<file path="src/rtl/seq_detect_pkg.sv">
// Shared types and one-hot encodings for the pattern sequencer and its detector.
package seq_detect_pkg;

    localparam int DET_W = 9;

    localparam logic [DET_W-1:0] ST_A = 9'h001;
    localparam logic [DET_W-1:0] ST_B = 9'h002;
    localparam logic [DET_W-1:0] ST_C = 9'h004;
    localparam logic [DET_W-1:0] ST_D = 9'h008;
    localparam logic [DET_W-1:0] ST_E = 9'h010;
    localparam logic [DET_W-1:0] ST_F = 9'h020;
    localparam logic [DET_W-1:0] ST_G = 9'h040;
    localparam logic [DET_W-1:0] ST_H = 9'h080;
    localparam logic [DET_W-1:0] ST_I = 9'h100;

    typedef enum logic [2:0] {
        IDLE,
        CLEAR,
        RUN,
        DRAIN,
        DONE
    } ctrl_state_t;

endpackage

</file>
<file path="src/rtl/seq_detect_ctrl_if.sv">
// Control/status bundle between the board-side driver (master) and the sequencer (slave).
interface seq_detect_ctrl_if
    import seq_detect_pkg::*;
#(
    parameter int PAT_W = 16,
    parameter int CNT_W = 5
);
    localparam int LEN_W = $clog2(PAT_W + 1);

    logic             start;
    logic [PAT_W-1:0] pattern;
    logic [LEN_W-1:0] len;
    logic             w;
    logic             z;
    logic [DET_W-1:0] state;
    logic             busy;
    logic             done;
    logic [CNT_W-1:0] hits;

    modport master (
        output start, pattern, len,
        input  w, z, state, busy, done, hits
    );

    modport slave (
        input  start, pattern, len,
        output w, z, state, busy, done, hits
    );

endinterface

</file>
<file path="src/rtl/seq_detect_fsm.sv">
// One-hot "four-in-a-row" detector; advances only when en is high, z flags states E and I.
//  state | meaning
//  A     | start, nothing seen
//  B,C,D | one/two/three zeros seen
//  E     | four or more zeros (z=1)
//  F,G,H | one/two/three ones seen
//  I     | four or more ones (z=1)
module seq_detect_fsm
    import seq_detect_pkg::*;
(
    input  logic             clk,
    input  logic             reset,
    input  logic             clr,
    input  logic             en,
    input  logic             w,
    output logic [DET_W-1:0] state,
    output logic             z
);

    logic [DET_W-1:0] state_q, state_d, adv;

    always_comb begin
        adv     = '0;
        adv[1]  = ~w & (state_q[0] | state_q[5] | state_q[6] | state_q[7] | state_q[8]);
        adv[2]  = ~w & state_q[1];
        adv[3]  = ~w & state_q[2];
        adv[4]  = ~w & (state_q[3] | state_q[4]);
        adv[5]  =  w & (|state_q[4:0]);
        adv[6]  =  w & state_q[5];
        adv[7]  =  w & state_q[6];
        adv[8]  =  w & (state_q[7] | state_q[8]);

        state_d = state_q;
        if (clr) begin
            state_d = ST_A;
        end else if (en) begin
            state_d = adv;
        end
    end

    always_ff @(posedge clk or posedge reset) begin
        if (reset) begin
            state_q <= ST_A;
        end else begin
            state_q <= state_d;
        end
    end

    assign state = state_q;
    assign z     = state_q[4] | state_q[8];

endmodule

</file>
<file path="src/rtl/seq_detect_ctrl.sv">
// Plays a latched pattern LSB-first into the detector and counts z hits.
// Define SEQ_RATE_DIV_EN to step once every DIV clocks instead of every clock.
//  state | meaning
//  IDLE  | waiting for start, w=0
//  CLEAR | detector cleared, index and hit count zeroed
//  RUN   | one pattern bit per step
//  DRAIN | last hit sample after final step
//  DONE  | done pulse, back to IDLE
module seq_detect_ctrl
    import seq_detect_pkg::*;
#(
    parameter int PAT_W = 16,
    parameter int CNT_W = 5,
    parameter int DIV   = 50_000_000
) (
    input  logic               clk,
    input  logic               reset,
    seq_detect_ctrl_if.slave   bus
);

    localparam int LEN_W = $clog2(PAT_W + 1);
    localparam int IDX_W = (PAT_W > 1) ? $clog2(PAT_W) : 1;

    ctrl_state_t      ctrl_q, ctrl_d;
    logic [PAT_W-1:0] pat_q, pat_d;
    logic [LEN_W-1:0] len_q, len_d;
    logic [LEN_W-1:0] idx_q, idx_d;
    logic [CNT_W-1:0] hits_q, hits_d;
    logic             step_dly_q;
    logic             tick;
    logic             step;
    logic             det_clr;
    logic             w_c;
    logic [DET_W-1:0] det_state;
    logic             det_z;

`ifdef SEQ_RATE_DIV_EN
    localparam int PW = (DIV > 1) ? $clog2(DIV) : 1;

    logic [PW-1:0] presc_q, presc_d;

    assign tick = (presc_q == PW'(DIV - 1));

    // Held at zero outside RUN so every run starts a fresh full period.
    always_comb begin
        presc_d = '0;
        if (ctrl_q == RUN && !tick) begin
            presc_d = presc_q + PW'(1);
        end
    end

    always_ff @(posedge clk or posedge reset) begin
        if (reset) begin
            presc_q <= '0;
        end else begin
            presc_q <= presc_d;
        end
    end
`else
    assign tick = 1'b1;
`endif

    assign step = (ctrl_q == RUN) && tick;

    always_comb begin
        ctrl_d  = ctrl_q;
        pat_d   = pat_q;
        len_d   = len_q;
        idx_d   = idx_q;
        hits_d  = hits_q;
        det_clr = 1'b0;
        w_c     = 1'b0;

        if (step_dly_q && det_z && (hits_q != {CNT_W{1'b1}})) begin
            hits_d = hits_q + CNT_W'(1);
        end

        unique case (ctrl_q)
            IDLE: begin
                if (bus.start) begin
                    pat_d  = bus.pattern;
                    len_d  = (bus.len > LEN_W'(PAT_W)) ? LEN_W'(PAT_W) : bus.len;
                    ctrl_d = CLEAR;
                end
            end
            CLEAR: begin
                det_clr = 1'b1;
                idx_d   = '0;
                hits_d  = '0;
                ctrl_d  = (len_q == '0) ? DRAIN : RUN;
            end
            RUN: begin
                w_c = pat_q[idx_q[IDX_W-1:0]];
                if (step) begin
                    idx_d = idx_q + LEN_W'(1);
                    if (idx_q == len_q - LEN_W'(1)) begin
                        ctrl_d = DRAIN;
                    end
                end
            end
            DRAIN: ctrl_d = DONE;
            DONE:  ctrl_d = IDLE;
            default: ctrl_d = IDLE;
        endcase
    end

    always_ff @(posedge clk or posedge reset) begin
        if (reset) begin
            ctrl_q     <= IDLE;
            pat_q      <= '0;
            len_q      <= '0;
            idx_q      <= '0;
            hits_q     <= '0;
            step_dly_q <= 1'b0;
        end else begin
            ctrl_q     <= ctrl_d;
            pat_q      <= pat_d;
            len_q      <= len_d;
            idx_q      <= idx_d;
            hits_q     <= hits_d;
            step_dly_q <= step;
        end
    end

    seq_detect_fsm u_fsm (
        .clk   (clk),
        .reset (reset),
        .clr   (det_clr),
        .en    (step),
        .w     (w_c),
        .state (det_state),
        .z     (det_z)
    );

    assign bus.w     = w_c;
    assign bus.z     = det_z;
    assign bus.state = det_state;
    assign bus.busy  = (ctrl_q != IDLE);
    assign bus.done  = (ctrl_q == DONE);
    assign bus.hits  = hits_q;

endmodule
</file>
<file path="src/flat_wrapper.sv">
// flat-port wrapper written by rule: the top's interface ports become plain ports
module seq_detect_ctrl_flat import seq_detect_pkg::*;
#(
    parameter int PAT_W = 16,
    parameter int CNT_W = 5,
    parameter int DIV   = 50_000_000
)
  (clk, reset, bus_start, bus_pattern, bus_len, bus_w, bus_z, bus_state, bus_busy, bus_done, bus_hits);
  seq_detect_ctrl_if #(.PAT_W(PAT_W), .CNT_W(CNT_W)) bus_i ();
  input  logic clk;
  input  logic reset;
  input wire logic [$bits(bus_i.start)-1:0] bus_start;
  input wire logic [$bits(bus_i.pattern)-1:0] bus_pattern;
  input wire logic [$bits(bus_i.len)-1:0] bus_len;
  output wire logic [$bits(bus_i.w)-1:0] bus_w;
  output wire logic [$bits(bus_i.z)-1:0] bus_z;
  output wire logic [$bits(bus_i.state)-1:0] bus_state;
  output wire logic [$bits(bus_i.busy)-1:0] bus_busy;
  output wire logic [$bits(bus_i.done)-1:0] bus_done;
  output wire logic [$bits(bus_i.hits)-1:0] bus_hits;
  assign bus_i.start = bus_start;
  assign bus_i.pattern = bus_pattern;
  assign bus_i.len = bus_len;
  assign bus_w = bus_i.w;
  assign bus_z = bus_i.z;
  assign bus_state = bus_i.state;
  assign bus_busy = bus_i.busy;
  assign bus_done = bus_i.done;
  assign bus_hits = bus_i.hits;
  seq_detect_ctrl #(.PAT_W(PAT_W), .CNT_W(CNT_W), .DIV(DIV)) u_core (.clk(clk), .reset(reset), .bus(bus_i));
endmodule
</file>
<file path="config.mk">
export PLATFORM = sky130hd
export DESIGN_NAME = seq_detect_ctrl_flat
export DESIGN_NICKNAME = d
export VERILOG_FILES = /design/src/rtl/seq_detect_pkg.sv /design/src/rtl/seq_detect_ctrl_if.sv /design/src/rtl/seq_detect_fsm.sv /design/src/rtl/seq_detect_ctrl.sv /design/src/flat_wrapper.sv
export SDC_FILE = /design/constraint.sdc
export NUM_CORES = 1
export LEC_CHECK = 0
export BUFFER_PORTS_ARGS = -buffer_cell sky130_fd_sc_hd__buf_2
export CAP_MARGIN = 20
export CORE_MARGIN = 2
export CORE_UTILIZATION = 54
export DETAILED_ROUTE_END_ITERATION = 6
export MAX_ROUTING_LAYER = met4
export PLACE_DENSITY = 0.88
export SETUP_SLACK_MARGIN = 0.3
export SLEW_MARGIN = 20
export SYNTH_ARGS = -nofsm -noshare
export SYNTH_HDL_FRONTEND = slang
export SYNTH_SLANG_ARGS = --single-unit
export TNS_END_PERCENT = 30
</file>
<file path="constraint.sdc">
create_clock -name clk -period 2.25 [get_ports clk]
set_input_delay 0.225 -clock clk [delete_from_list [all_inputs] [get_ports clk]]
set_output_delay 0.225 -clock clk [all_outputs]
set_load 0.02 [all_outputs]
</file>
Word-level counts from Yosys, hierarchy flattened
Cells that the tools add are included.
Word-level totals
  logic and storage cells: 61
  input bits: 24
  output and inout port bits: 18
  bits in registers: 44
Operators by class
  $lt $le $gt $ge: 2
  multiplexer cells: 14
  bitwise logic cells: 16
  equality and inequality tests: 8
  add/sub/neg operators: 3
  reductions and logical operators: 11
Operators with widths (count)
  $mux 9: 2
  $mux 5: 3
  $pmux 3 s4: 1
  $add 5x1->5 const B: 2
  $pmux 5 s2: 1
  $and 1x1->1: 8
  $or 1x1->1: 7
  $eq 3x2->1 const B: 2
  $mux 3: 2
  $reduce_bool 2->1: 3
  $eq 5x5->1: 1
  $gt 5x5->1 const B: 1
  $logic_not 5->1: 1
  $lt 4x5->1 const B: 1
  $ne 5x5->1 const B: 1
  $reduce_or 5->1: 1
  $sub 5x1->5 const B: 1
  $bmux 1 s4: 1
  $mux 1: 4
  $ne 2x2->1 const B: 2
  $reduce_and 2->1: 2
  $eq 3x1->1 const B: 1
  $eq 3x3->1 const B: 1
  $logic_not 3->1: 1
  3 further kinds: 4

Depth between registers and ports, before layout
  depth after elaboration: 7
  mapped depth: 8

Cells and area by module
A second synthesis with hierarchy kept.
Second synthesis, totals
  cells, all modules: 183
  area total of the unflattened synthesis: 2123.3 um2
Modules (own cells, without submodules)
  seq_detect_ctrl: cells an instance 143, area an instance 1724.2 um2, times used 1, sequential area each 875.8 um2
  seq_detect_fsm: cells an instance 40, area an instance 399.1 um2, times used 1, sequential area each 226.5 um2

Worst setup path after synthesis
Ideal clock, no wire load.
  path kind: register to register
  start: register u_core.hits_q[0] (netlist: u_core.bus.hits[0])
  end: register u_core.hits_q[3] (netlist: u_core.bus.hits[3])
  buffers on the path: 1
  slack: 361 ps
  arrival time: 1756 ps
  stages on the path, launching flop included: 9
  clock period less this slack: 1889 ps
  cell sequence: dfrtp_1 ha_1 and3_1 ha_1 and3b_1 clkbuf_1 nand4_1 xor2_1 nor2_1
Between the ends
  longest elaborated chain between the ends: 3
  elaborated cells on any way between the ends: 6
RTL lines
  from (decl): line seq_detect_ctrl.sv:28  | logic [CNT_W-1:0] hits_q, hits_d;
  from (signal assigned): line seq_detect_ctrl.sv:120  | hits_q <= hits_d;
  $add 5x1->5 or $ne 5x5->1 (tied branches): line seq_detect_ctrl.sv:75, seq_detect_ctrl.sv:74
  $mux 5 or $logic_and 1x1->1 (tied branches): line seq_detect_ctrl.sv:74  | if (step_dly_q && det_z && (hits_q != {CNT_W{1'b1}})) begin
  $mux 5 or $reduce_bool 2->1 (tied branches)
Several ways; a longest one is shown, not always the timed one. The select of a mux whose other input is x is not followed.
A chain may end at the register's enable or synchronous reset.

Worst setup path after layout
  start: register u_core.idx_q[0]
  end: output bus_w
Between the ends
  longest elaborated chain between the ends: 3
RTL lines
  from (decl): line seq_detect_ctrl.sv:27  | logic [LEN_W-1:0] idx_q, idx_d;
  from (signal assigned): line seq_detect_ctrl.sv:119  | idx_q <= idx_d;
  $bmux 1 s4: line seq_detect_ctrl.sv:93  | w_c = pat_q[idx_q[IDX_W-1:0]];
  $mux 1 (not written as such): line seq_detect_ctrl.sv:93
  $mux 1: line seq_detect_ctrl.sv:78  | unique case (ctrl_q)
  to (decl): line flat_wrapper.sv:15  | output wire logic [$bits(bus_i.w)-1:0] bus_w;
No other way between the ends. The select of a mux whose other input is x is not followed.

==> metrics.txt <==
max-slew violations=0; design area=2497 um^2; Routed WL=3991 um; Die Height=66.69 um; HP Class=input port to async pin; Mapped Nets=215; Antenna Diode Count=0; combinational family with the most area after synthesis=multiplexers; synthesized-area fraction occupied by adder cells=2.358%; Synth Instances=187; met3 wire len=137 um; Routed Antenna Nets=0; Ports=42; DR vias/cell=5.391; count leader, synth=dfrtp_1; CP max FO=4; Num CTS Buffers=5; WS Path Type=flop to output port; Worst Slack Setup Final=102.3 ps; routed length on met2=between 2000 and 2500 um; # rows=22; Post-synth EDFFs=0; Main synth FF type=dfrtp_1; clk sink count=44; sequential fraction of the synthesis area=roughly half; minimum clock period=approximately 2100 ps; core outline area=3716 um^2; GR Overflow Total=0; Slew headroom=64.35%; number of max-cap violations=0; Async S/R FF share, synth=100.0%; dpl hpwl=between 2000 and 3000 um; initial antenna violation count=0; Fmax=465.6 MHz; max layer used=met4; clk_lat worst skew=roughly 300 ps; CP Data Required Time=around 2000 ps; Setup Viol. Count Final=0; Synth Area in XOR/XNOR=3.715%; total track usage=20.97%; placed cell areas=2382 um^2; pre-CTS WS=between 200 and 300 ps; Clock Pin Slew Worst Setup and Hold Paths=80 ps; YS warnings=0; DRT met1 WL=1700 um; #FFs+latches synth=44; Worst Setup End Kind=output port; worst vdd ir=0.0006959 V; DRC viols=0; first-pass GRT wire length=6672 um; DR pass1 iterations=4; pin count of the biggest net entering global routing=45; complex-gate fraction of the synthesized area=8.962%; die area=~4400 um^2; fraction of final layout cells sized beyond drive strength 1=37.71%; unrepaired setup endpoints after global routing=yes; Least-Margin Pin Slew=roughly 530 ps; Synth top cells by count=43 x dfrtp_1, 20 x nand2_1, 17 x mux2_2; share of Yosys cell area claimed by the top area cell type=50.71%; Static Leakage=about 1.2 nW; DRT iter0 DRCs=64; distinct cell type count after synthesis=41; CTS root buffer=clkbuf_8; CP startpoint kind=flop; CTS H-tree lvls=2; CTS tree=done; Final Hold Violating Endpoints=0; routed len/inst=roughly 14 um; hold-fix buffers at CTS=0; via count=1531; status=finished, final reports clean; Design Power=~3.4 mW; Placed Cells=274; chip width=66.69 um; Routability Congestion=about 0.78; Synth area leader=dfrtp_1; clock buffer depth=2; Netlist Area Pre-Place=2122 um^2; fin cells=284; Layout area overhead=17.69%; PD cells=roughly 1300 nW/um^2; Final Cycle Share=95.45%; synthesized area per cell=11.35 um^2; simple-gate share of the synthesized area=14.09%; Synth area leaders=dfrtp_1 51%, mux2_2 9.0%, nand2_1 3.5%; Setup Skew=2.741 ps; vias in the first global route=1492; port bufs=41; Initial Util=57.10%; final net count=between 200 and 300; multiplexer area fraction after synthesis=14.62%; CP arrival=1920 ps
-- registers in the layout (all words and copies together), names as in the netlist --
name and flops:
u_core.len_q 5, u_core.pat_q 16, u_core.idx_q 5, u_core.ctrl_q 3, u_core.step_dly_q 1, u_core.bus.hits 5
u_core.u_fsm.state 9
-- metal layers --
metal,global-route usage (%),vias to the layer above
met1,25.93,748
met4,8.673,0
met5,-,-
li1,-,747
met2,32.88,28
met3,5.574,8
-- placed cells by master, fill, tap and decap left out, types with 3 or more instances in the layout --
master    instances
buf_2            41
dfrtp_1          41
nand2_1          20
mux2_2           17
nor2_1           13
o21ai_0          12
inv_1             9
buf_4             9
mux2i_1           7
nand2b_1          6
clkbuf_8          6
xor2_1            4
nand4_1           4
xnor2_1           4
ha_1              4
nand3b_1          3
-- critical path: stages, from the launching register on --
cell	delay [ps]
dfrtp_2	430
mux4_2	510
nor2b_4	140
a211oi_2	180
or2_1	160
nor2_1	40
buf_2	160
-- kinds of logic (layout without fill, tap and decap cells) --
kind of cell | count (synthesis) | count (layout)
simple gates | 59 | 59
flops | 44 | 44
compound gates | 27 | 27
mux | 26 | 26
buf+inv | 18 | 67
xor+xnor | 9 | 9
fa+ha+maj | 4 | 4
-- stage by stage --
step | utilization, % | TNS (ps) | hold WS, ps
after floorplan | - | 0 | 373.1
after global placement | 64.11 | 0 | 385.6
after detailed placement | 64.11 | 0 | 390.0
after CTS | 66.94 | 0 | 62.54
after global routing | 67.21 | -10.23 | 95.08
final | 67.21 | 0 | 43.28
-- timing repair --
item,CTS,global route
endpoints found under the setup margin,1,4
buffers inserted,2,0
pin swaps,2,0
gates resized for setup,2,3
endpoints found under the hold margin,0,0
-- cell type report --
cell class                      count  area (um^2)
Fill cell                         291         1219
Sequential cell                    44         1105
Multi-Input combinational cell    125        933.4
Timing Repair Buffer               50        272.8
Clock buffer                        6        82.58
Tap cell                           48        60.06
Inverter                            9        33.78
Clock inverter                      2        10.01
-- worst paths after layout --
path | cells after the start | slack [ps] | end | from
setup reg to reg | 6 | 450 | u_core.u_fsm.state[3] | u_core.idx_q[0]
hold / removal | 3 | 40 | u_core.u_fsm.state[2] | reset
max in group asynchronous | 3 | 1810 | u_core.idx_q[0] | reset
hold reg to reg | 2 | 490 | u_core.u_fsm.state[0] | u_core.u_fsm.state[0]
setup / recovery | 6 | 100 | bus_w | u_core.idx_q[0]
min in group clk | 2 | 150 | u_core.pat_q[3] | bus_pattern[3]
-- power breakdown --
group          total, mW  switching, mW  internal (mW)  leakage [nW]
Clock              0.509          0.264          0.245        0.0510
Combinational       1.46          0.722          0.742         0.631
Sequential          1.38          0.282           1.10         0.559
Total               3.36           1.27           2.09          1.24
Power figures use the tool's default switching activity.
